`src/rtl/ddr3_app_pattern_tester.sv`:
```
// ddr3_app_pattern_tester: write/read-back pattern generator and checker for the
// MIG 7-series app (UI) interface, running in the ui_clk domain.
// Optional build macro: LOOP_EN -- passing passes restart automatically with seed+1
// and o_done pulses for one cycle per pass; a failing pass stops in DONE.
module ddr3_app_pattern_tester #(
  parameter int unsigned             ADDR_WIDTH = 28,
  parameter int unsigned             DATA_WIDTH = 128,
  parameter logic [ADDR_WIDTH-1:0]   BASE_ADDR  = '0,
  parameter int unsigned             NUM_WORDS  = 1024,
  parameter int unsigned             ADDR_STEP  = 8,
  parameter logic [31:0]             SEED       = 32'hA5A5_0000,
  parameter int unsigned             TIMEOUT    = 4096
) (
  input  logic                      i_clk,
  input  logic                      i_rst_n,
  input  logic                      i_start,
  input  logic                      i_calib_done,
  output logic [ADDR_WIDTH-1:0]     o_app_addr,
  output logic [2:0]                o_app_cmd,
  output logic                      o_app_en,
  output logic [DATA_WIDTH-1:0]     o_app_wdf_data,
  output logic                      o_app_wdf_wren,
  output logic                      o_app_wdf_end,
  output logic [DATA_WIDTH/8-1:0]   o_app_wdf_mask,
  input  logic                      i_app_rdy,
  input  logic                      i_app_wdf_rdy,
  input  logic [DATA_WIDTH-1:0]     i_app_rd_data,
  input  logic                      i_app_rd_data_valid,
  output logic                      o_busy,
  output logic                      o_done,
  output logic                      o_error,
  output logic                      o_timeout,
  output logic [15:0]               o_err_count,
  output logic [ADDR_WIDTH-1:0]     o_first_err_addr
);

  localparam int unsigned LANES = DATA_WIDTH / 32;
  localparam int unsigned CW    = $clog2(NUM_WORDS + 1);
  localparam int unsigned WW    = $clog2(TIMEOUT + 1);

  localparam logic [CW-1:0]         LAST_WORD = CW'(NUM_WORDS - 1);
  localparam logic [WW-1:0]         WD_LAST   = WW'(TIMEOUT - 1);
  localparam logic [ADDR_WIDTH-1:0] STEP      = ADDR_WIDTH'(ADDR_STEP);
  localparam logic [2:0]            CMD_WR    = 3'b000;
  localparam logic [2:0]            CMD_RD    = 3'b001;

  typedef enum logic [2:0] {
    S_IDLE,
    S_WAIT_CAL,
    S_WRITE,
    S_READ,
    S_DONE
  } state_t;

  state_t              state;
  logic [31:0]         seed;
  logic [CW-1:0]       wr_cnt;
  logic [CW-1:0]       rd_cnt;
  logic [CW-1:0]       chk_cnt;
  logic [ADDR_WIDTH-1:0] chk_addr;
  logic                cmd_taken;
  logic                dat_taken;
  logic [WW-1:0]       wd_cnt;

  logic                cmd_acc;
  logic                dat_acc;
  logic                rd_valid;
  logic                mismatch;
  logic                progress;
  logic                wd_expire;
  logic                pair_done;
  logic [DATA_WIDTH-1:0] exp_data;

  // Address-derived pattern: lane i = (zero-extended addr ^ seed) + i
  function automatic logic [DATA_WIDTH-1:0] pattern(input logic [ADDR_WIDTH-1:0] a,
                                                    input logic [31:0] s);
    logic [31:0] b;
    pattern = '0;
    b = 32'(a) ^ s;
    for (int i = 0; i < int'(LANES); i++) begin
      pattern[32*i +: 32] = b + 32'(i);
    end
  endfunction

  assign o_app_wdf_end  = o_app_wdf_wren;
  assign o_app_wdf_mask = '0;

  // Handshake, check and watchdog qualifiers for the current cycle
  always_comb begin
    cmd_acc   = o_app_en & i_app_rdy;
    dat_acc   = o_app_wdf_wren & i_app_wdf_rdy;
    rd_valid  = i_app_rd_data_valid & (state == S_READ);
    exp_data  = pattern(chk_addr, seed);
    mismatch  = rd_valid & (i_app_rd_data != exp_data);
    pair_done = (cmd_taken | cmd_acc) & (dat_taken | dat_acc);
    progress  = 1'b0;
    wd_expire = 1'b0;
    if (state == S_WRITE) begin
      progress = cmd_acc | dat_acc;
    end else if (state == S_READ) begin
      progress = cmd_acc | rd_valid;
    end
    if (state == S_WRITE || state == S_READ) begin
      wd_expire = !i_calib_done || (!progress && wd_cnt == WD_LAST);
    end
  end

  // Test sequencer: write pass, read-back pass with independent check pointer
  always_ff @(posedge i_clk) begin
    if (!i_rst_n) begin
      state            <= S_IDLE;
      seed             <= SEED;
      wr_cnt           <= '0;
      rd_cnt           <= '0;
      chk_cnt          <= '0;
      chk_addr         <= '0;
      cmd_taken        <= 1'b0;
      dat_taken        <= 1'b0;
      wd_cnt           <= '0;
      o_app_addr       <= '0;
      o_app_cmd        <= CMD_WR;
      o_app_en         <= 1'b0;
      o_app_wdf_data   <= '0;
      o_app_wdf_wren   <= 1'b0;
      o_busy           <= 1'b0;
      o_done           <= 1'b0;
      o_error          <= 1'b0;
      o_timeout        <= 1'b0;
      o_err_count      <= '0;
      o_first_err_addr <= '0;
    end else begin
      case (state)
        S_IDLE: begin
          if (i_start) begin
            state  <= S_WAIT_CAL;
            o_busy <= 1'b1;
          end
        end

        S_WAIT_CAL: begin
          if (i_calib_done) begin
            state          <= S_WRITE;
            o_app_addr     <= BASE_ADDR;
            o_app_cmd      <= CMD_WR;
            o_app_en       <= 1'b1;
            o_app_wdf_wren <= 1'b1;
            o_app_wdf_data <= pattern(BASE_ADDR, seed);
            wr_cnt         <= '0;
            cmd_taken      <= 1'b0;
            dat_taken      <= 1'b0;
            wd_cnt         <= '0;
          end
        end

        S_WRITE: begin
          if (wd_expire) begin
            state          <= S_DONE;
            o_timeout      <= 1'b1;
            o_error        <= 1'b1;
            o_done         <= 1'b1;
            o_busy         <= 1'b0;
            o_app_en       <= 1'b0;
            o_app_wdf_wren <= 1'b0;
          end else begin
            wd_cnt <= progress ? '0 : wd_cnt + WW'(1);
            if (pair_done) begin
              cmd_taken <= 1'b0;
              dat_taken <= 1'b0;
              if (wr_cnt == LAST_WORD) begin
                state          <= S_READ;
                o_app_cmd      <= CMD_RD;
                o_app_addr     <= BASE_ADDR;
                o_app_en       <= 1'b1;
                o_app_wdf_wren <= 1'b0;
                rd_cnt         <= '0;
                chk_cnt        <= '0;
                chk_addr       <= BASE_ADDR;
              end else begin
                o_app_addr     <= o_app_addr + STEP;
                o_app_wdf_data <= pattern(o_app_addr + STEP, seed);
                o_app_en       <= 1'b1;
                o_app_wdf_wren <= 1'b1;
                wr_cnt         <= wr_cnt + CW'(1);
              end
            end else begin
              // Command and data each drop once accepted and wait for the other
              if (cmd_acc) begin
                o_app_en  <= 1'b0;
                cmd_taken <= 1'b1;
              end
              if (dat_acc) begin
                o_app_wdf_wren <= 1'b0;
                dat_taken      <= 1'b1;
              end
            end
          end
        end

        S_READ: begin
          if (wd_expire) begin
            state     <= S_DONE;
            o_timeout <= 1'b1;
            o_error   <= 1'b1;
            o_done    <= 1'b1;
            o_busy    <= 1'b0;
            o_app_en  <= 1'b0;
          end else begin
            wd_cnt <= progress ? '0 : wd_cnt + WW'(1);
            if (cmd_acc) begin
              if (rd_cnt == LAST_WORD) begin
                o_app_en <= 1'b0;
              end else begin
                o_app_addr <= o_app_addr + STEP;
                rd_cnt     <= rd_cnt + CW'(1);
              end
            end
            if (rd_valid) begin
              if (mismatch) begin
                o_error <= 1'b1;
                if (o_err_count == '0) begin
                  o_first_err_addr <= chk_addr;
                end
                if (o_err_count != 16'hFFFF) begin
                  o_err_count <= o_err_count + 16'd1;
                end
              end
              chk_addr <= chk_addr + STEP;
              chk_cnt  <= chk_cnt + CW'(1);
              if (chk_cnt == LAST_WORD) begin
                state    <= S_DONE;
                o_done   <= 1'b1;
                o_busy   <= 1'b0;
                o_app_en <= 1'b0;
              end
            end
          end
        end

        S_DONE: begin
`ifdef LOOP_EN
          if (!o_error) begin
            // Passing pass: bump the seed and go straight back to writing
            state          <= S_WRITE;
            seed           <= seed + 32'd1;
            o_done         <= 1'b0;
            o_busy         <= 1'b1;
            o_app_addr     <= BASE_ADDR;
            o_app_cmd      <= CMD_WR;
            o_app_en       <= 1'b1;
            o_app_wdf_wren <= 1'b1;
            o_app_wdf_data <= pattern(BASE_ADDR, seed + 32'd1);
            wr_cnt         <= '0;
            cmd_taken      <= 1'b0;
            dat_taken      <= 1'b0;
            wd_cnt         <= '0;
          end else if (i_start) begin
            state       <= S_WAIT_CAL;
            o_busy      <= 1'b1;
            o_done      <= 1'b0;
            o_error     <= 1'b0;
            o_timeout   <= 1'b0;
            o_err_count <= '0;
          end
`else
          if (i_start) begin
            state       <= S_WAIT_CAL;
            o_busy      <= 1'b1;
            o_done      <= 1'b0;
            o_error     <= 1'b0;
            o_timeout   <= 1'b0;
            o_err_count <= '0;
          end
`endif
        end

        default: state <= S_IDLE;
      endcase
    end
  end

endmodule
```
`config.mk`:
```
export PLATFORM = sky130hd
export DESIGN_NAME = ddr3_app_pattern_tester
export DESIGN_NICKNAME = d
export VERILOG_FILES = /design/src/rtl/ddr3_app_pattern_tester.sv
export SDC_FILE = /design/constraint.sdc
export NUM_CORES = 1
export LEC_CHECK = 0
export CORE_AREA = 2 2 213 173
export DETAILED_ROUTE_END_ITERATION = 10
export DIE_AREA = 0 0 215 175
export GPL_TIMING_DRIVEN = 0
export HOLD_SLACK_MARGIN = 0.1
export PLACE_DENSITY_LB_ADDON = 0.05
export SYNTH_ARGS = -nofsm -noshare
export SYNTH_HDL_FRONTEND = slang
export SYNTH_SLANG_ARGS = --single-unit
```
`constraint.sdc`:
```
create_clock -name i_clk -period 3.6 [get_ports i_clk]
set_input_delay 0.72 -clock i_clk [delete_from_list [all_inputs] [get_ports i_clk]]
set_output_delay 0.72 -clock i_clk [all_outputs]
set_load 0.01 [all_outputs]
```
== After elaboration in Yosys (flattened, before gate mapping) ==
Index checks and enable logic that the tools add are counted.
Word-level totals
  register bits: 288
  input bits: 135
  output and inout bits: 226
Cells by class
  $add $sub $neg: 13
  equal/unequal tests: 35
  mux-type cells: 102
  bitwise logic cells: 12
  reductions and logical operators: 34
Operators by type and width (number)
  128-bit 2-to-1 mux: 4
  28-bit 2-to-1 mux: 12
  128-bit case mux with 2 select lines: 1
  11-bit 2-to-1 mux: 12
  32-bit by 2-bit adder with 32-bit output, second input constant: 4
  128-bit != test: 1
  28-bit case mux with 3 select lines: 1
  16-bit 2-to-1 mux: 5
  11-bit case mux with 2 select lines: 3
  32-bit by 1-bit adder with 32-bit output, second input constant: 2
  28-bit by 4-bit adder with 28-bit output, second input constant: 2
  28-bit case mux with 2 select lines: 1
  13-bit 2-to-1 mux: 3
  1-bit 2-to-1 mux: 36
  3-bit 2-to-1 mux: 12
  11-bit by 1-bit adder with 11-bit output, second input constant: 3
  11-bit by 10-bit == test with 1-bit output, second input constant: 3
  16-bit case mux with 2 select lines: 1
  5-bit AND reduction: 6
  13-bit case mux with 2 select lines: 1
  2-bit != test, second input constant: 12
  6-bit AND reduction: 3
  16-bit by 1-bit adder with 16-bit output, second input constant: 1
  16-bit logical NOT: 1
  28 further kinds: 66

== Longest topological paths before layout ==
  depth in word-level cells: 11
  gate-level depth with buffers: 10
  gate-level depth less buffers: 8

== Least setup slack after synthesis ==
No wires, ideal clock.
  path kind: input-to-reg
  from: input i_app_rd_data[64]
  to: register o_err_count[13]
  stages: 7
  path buffers: 1
  setup time: 0.131 ns
  arrival: 2.426 ns
  required time: 3.469 ns
  setup slack: 1.043 ns
  path through: or4b_1 -> nor4_1 -> nand3_1 -> nor4_4 -> or3_1 -> buf_2 -> o41ai_1
On the way
  longest elaborated chain between the ends: 4
RTL lines
  from (decl): RTL line 27  | input logic [DATA_WIDTH-1:0] i_app_rd_data,
  128-bit != test: RTL line 94  | mismatch = rd_valid & (i_app_rd_data != exp_data);
  1-bit bitwise AND: RTL line 94
  2-bit != test (no source line)
  6-bit AND reduction (no source line)
  to (signal assigned): RTL line 224  | o_err_count <= o_err_count + 16'd1;
  to (decl): RTL line 33  | output logic [15:0] o_err_count,
Every way passes these cells.
A chain may end at the register's enable or synchronous reset.

== Worst setup path after layout ==
  from: input i_app_rd_data[78]
  to: register o_err_count[5]
Same word-level chain as after synthesis.

==> qor.csv <==
metric;value;unit
status;finished, final reports clean;
DR vias;10990;
global-route wire length before repair;61.38;mm
peak per-stage delay on the critical path;550;ps
root buffer cell;clkbuf_16;
CP arrival;3550;ps
Worst Path Required;3990;ps
Setup Fix Bufs, Post-CTS;0;
FMAX;316.1;MHz
r2r startpoint;chk_addr[3];
Die X-Extent;215;microns
min-delay src;wd_cnt[12];
Vias/cell;4.839;
relative slew slack;14.38;%
Final Slew Violations;0;
clk_skew;9.192;ps
Synth Flop Type;dfxtp_1;
Clock power frac;43.5;%
post-route cell area;15940;sq um
Hold Vio Cnt, Final;0;
Final nets;1920;
register share of total power;45.3;%
clock buffer count from CTS;23;
Worst Tran Pin Value;1274;ps
final setup violation count;0;
gr usage total;20.62;%
Worst setup EP type;flop;
vias in the first global route;10380;
dpl cells;2231;
H-tree Lvls;1;
total chip power;5.130;mW
DRC viols;0;
Synthesis Warnings;0;
synth unique cells;71;
Max VDD drop;320.3;uV
switching share of power;23.85;%
cell taking the most area after synthesis;dfxtp_1;
drt total wl;39.95;mm
cell area after synthesis;11250;sq um
final RePlAce weighted congestion;0.8385;
Initial Util;31.68;%
post-synthesis sequential area ratio;36.64;%
num ports;361;
layout cells sized above 1;10.67;%
chip height;175;microns
# diodes;0;
DR pass1 iterations;5;
Worst-Skew Late Latency;520;ps
most frequent CP cell;nand4_1;
Detail Route Antenna Nets;0;
HPWL after DPL;31.02;mm
CTS sink cnt;206;
number of synthesized flops with an enable pin;0;
NetSw;1.223;mW
Crit. Startpoint;i_app_rd_data[78];
cell internal pwr;3.906;mW
Max Cap Violations;0;
minimum clock period;3164;ps
unrepaired setup endpoints after global routing;false;
Finished Layout Cells;2270;
Async SR Flop Fraction;0;%
Yosys reg bits;206;
Setup crit start kind;input port;
CTS resizes;0;
PwrDens;321.8;nW/um^2
total cell area at the placement stage;15240;sq um
top post-synthesis cells by area;dfxtp_1, buf_4, xnor2_1;
Leak Pwr;5.693;nW
Setup WS pre-CTS;-122.2;ps
drt initial violations;647;
# rows;62;
crit-path max FO;10;
die area;37630;sq um
Max Root-Sink Buffers;3;
logic gate share of total power;11.2;%
worst setup path class;in2reg;
most common cell in the netlist;dfxtp_1;
routed len/inst;17.60;microns
core area;35530;sq um
CTS Hold Bufs;0;
final setup margin;436.0;ps
top cells by count, synth;dfxtp_1, nand2_1, nor2_1;
initial antenna violation count;1;
crit share post-route;87.89;%
Area Overhead vs Synth;41.65;%
clock tree from TritonCTS;done;
Clock Pin Slew Worst Setup and Hold Paths;60;ps
largest net degree at the start of global routing;13;
Synth Instances;1393;
Yosys top cell area share;36.64;%
total grt overflow;0;
Core Util, Final;44.87;%
Port Buffer Count;326;
worst min path class;reg2reg;
Mean Syn Cell Area;8.079;sq um
Critical Path, Cell by Cell;clkdlybuf4s50_1, xnor2_1, nand4_1, nor4_1, nand4_1, nor4_4, or3_1, buf_2, o31ai_1;
slowest CP cell;nor4_4;
==> routing by layer <==
metal / vias to the layer above / GRT usage, % / part of all wire, %
met5: - / 0 / 0
li1: 5535 / - / -
met3: 49 / 3.203 / 5.5
met1: 5111 / 30.77 / 51
met4: 0 / 4.368 / 1.8
met2: 290 / 31.15 / 42
==> cells by family (layout without fill, tap and decap cells) <==
| group | after synthesis | count (layout) | synth area share (%) |
|---|---|---|---|
| simple gates | 569 | 569 | 25.39 |
| mux | 31 | 31 | 2.768 |
| other cells | 1 | 33 | 0.03332 |
| compound gates | 255 | 255 | 14.01 |
| fa+ha+maj | 9 | 9 | 1.001 |
| flops | 206 | 206 | 36.64 |
| xor+xnor | 124 | 124 | 9.650 |
| buf+inv | 198 | 563 | 10.51 |
==> worst paths after layout <==
| path | end | slack, ps | cells after the start |
|---|---|---|---|
| worst max register to register | o_err_count[5] | 510 | 8 |
| worst min register to register | wd_cnt[12] | 450 | 2 |
| worst min-delay path | wd_cnt[12] | 450 | 2 |
| worst max-delay path | o_err_count[5] | 440 | 9 |
==> worst max-delay path: cells and delay by family <==
kind,cells,cell delay [ps]
AND/OR/NAND/NOR,5,1800
buffers and inverters,2,760
XOR/XNOR,1,140
AO/OA/AOI/OAI,1,120
==> cells in the final DEF (no fill, tap or decap), types with 5 or more instances in the layout <==
master and count:
clkdlybuf4s50_1 326, dfxtp_1 206, nand2_1 180, nor2_1 119
buf_4 105, a21oi_1 102, xnor2_1 86, nand3_1 55
clkbuf_1 45, nand4_1 39, xor2_1 38, nor3_1 37
buf_2 36, conb_1 33, and3_1 31, o21ai_1 31
mux2i_1 30, o21ai_0 26, o31ai_1 23, clkbuf_16 23
nor4_1 20, inv_1 18, or3_1 16, o311ai_1 12
o22ai_1 9, ha_1 9, o211ai_1 7, and4_1 7
nand2b_1 7, nor2b_1 7, and2_1 6, or2_1 6
a31oi_1 6, clkbuf_8 6, nand3b_1 5, o41ai_1 5
a22o_1 5
==> layout make-up <==
| type | count | area [sq um] |
|---|---|---|
| flip-flops and latches | 206 | 4124 |
| well taps | 480 | 600.6 |
| clock buffers | 36 | 684.4 |
| inverters | 19 | 71.32 |
| clock inverters | 3 | 18.77 |
| repair buffers | 326 | 3263 |
| plain buffers | 179 | 1111 |
| fillers | 3656 | 19590 |
| multi-input cells | 1021 | 6068 |
==> through the flow <==
stage | hold WS, ps | TNS, ps
final | 447.9 | 0
after global placement | 416.1 | -2024
after floorplan | 408.5 | 0
after detailed placement | 428.8 | -1828
after global routing | 469.0 | 0
after CTS | 439.2 | 0
==> power by group through the flow <==
| stage | clock network, mW | logic [mW] | registers, mW |
|---|---|---|---|
| finish | 2.23 | 0.575 | 2.32 |
| global route | 2.40 | 0.624 | 2.32 |
| CTS | 2.31 | 0.578 | 2.32 |
| detailed placement | 0 | 0.575 | 2.37 |
| global placement | 0 | 0.574 | 2.37 |
| floorplan | 0 | 0.262 | 2.37 |
==> sequential cells by signal (all words and copies together) (netlist names), 3 cells and up <==
register / cells
o_app_wdf_data: 57
wr_cnt: 11
o_err_count: 16
wd_cnt: 13
rd_cnt: 11
chk_cnt: 11
o_first_err_addr: 25
state: 3
o_app_addr: 25
chk_addr: 25
No activity file was read; power rests on OpenSTA's default activity.
==> edit, RTL diff (config.mk and constraints unchanged) <==
Change the parameter `TIMEOUT` from 4096 to 8192.
--- a/src/rtl/ddr3_app_pattern_tester.sv
+++ b/src/rtl/ddr3_app_pattern_tester.sv
@@ -11,3 +11,3 @@
   parameter logic [31:0]             SEED       = 32'hA5A5_0000,
-  parameter int unsigned             TIMEOUT    = 4096
+  parameter int unsigned             TIMEOUT    = 8192
 ) (
Function: not settled (the Yosys comparison gave no result); the edit may change what the design does.
==> edit against the original RTL <==
- setup slack got worse by 180 ps
- area after synthesis decreased by 0.21%
- combinational power increased by 52%
- non-clock buffer count increased by 6
- sequential cell count increased by 1
- total power increased by 14%
- wire length increased by 2.0%
- sequential power increased by 3%
- cell area increased by 0.80%
==> edit: results (changes against the original RTL) <==
[synthesis]
synth_xor_area_share_pct = 10.76  ; +1.1 points
synth_compound_area_share_pct = 11.34  ; -2.7 points
synth_mux_area_share_pct = 2.585  ; -0.18 points
synth_cell_types = 66  ; -7.0%
syn-instance-count = 1365  ; -2.0%
synth_area_leaders = dfxtp_1 (37%), buf_4 (6.5%), xor2_1 (5.8%), xnor2_1 (4.9%), nor2_1 (4.3%)
synth_commonest_cells = dfxtp_1 (207), nor2_1 (128), nand2_1 (119)
yosysSeqAreaShare_pct = 36.90  ; +0.26 points

[layout]
drive_gt1_share_pct = 9.440  ; -1.2 points
num_antenna_cells = 1  ; +1
n_all_inverters = 7  ; -12
multi_input_area_um2 = 6078  ; +0.16%
signal_buffers = 511  ; +1.2%
nClkBuffers = 41  ; +14%
buffer_area_share_pct = 27.24  ; -0.19 points
ff_latch_area_um2 = 4144  ; +0.49%
clk_share_pct = 5.225  ; +0.81 points
final_cells = 2250  ; -0.88%
nMultiInputCombCells = 999  ; -2.2%

[cts]
cts_resized = 1  ; +1

[placement]
dp_hpwl_mm = 31.05  ; +0.11%
gp_congestion = 0.8499  ; +1.4%
placed_cells = 2202  ; -1.3%
place_area_um2 = 15200  ; -0.22%
dp_slack_ps = -445.5  ; -323.3 ps

[global_routing]
grt_pass1_wl_mm = 61.85  ; +0.78%
first_global_vias = 10210  ; -1.6%

[status]
outcome = finished, final reports clean

[power_and_ir_drop]
p_per_area_nw_per_um2 = 363.7  ; +13%
vdd_drop_max_mv = 0.3187  ; -0.48%

[drt]
first_iter_violations = 667  ; +3.1%
wl_mm = 40.74  ; +2.0%
via_count = 10890  ; -0.91%
met2_length_mm = 17.74  ; +5.4%
drt-met1-wl_mm = 19.97  ; -1.2%

[timing]
finClkSkew_ps = 17.27  ; +8.081 ps
timing.slew.headroom_pct = 30.79  ; +16 points

[edit: changes by cell type after synthesis, sizes merged, moves of 32 or more]
cell,before,now
nand2,180,119
a21oi,103,69
buf,141,109
nor2b,8,63
xor2,38,75
clkbuf,38,75
[edit: final timing paths]
check	depth (start not counted)	startpoint	end	slack, ps
max	10	i_app_rd_data_valid	o_app_addr[26]	260
min	2	rd_cnt[10]	rd_cnt[10]	430
max reg2reg	10	chk_addr[12]	o_first_err_addr[23]	390
min reg2reg	2	rd_cnt[10]	rd_cnt[10]	430
[edit: power breakdown]
group | switching (W) | internal (W) | leakage [nW]
Sequential | 0.0000470 | 0.00234 | 1.67
Combinational | 0.000413 | 0.000462 | 3.78
Clock | 0.000998 | 0.00159 | 0.412
Total | 0.00146 | 0.00439 | 5.86
[edit: layer usage]
metal	global-route usage (%)	up-vias
met3	3.185	45
met1	30.54	5086
met2	32.19	356
met5	0	-
met4	3.966	0
li1	-	5398
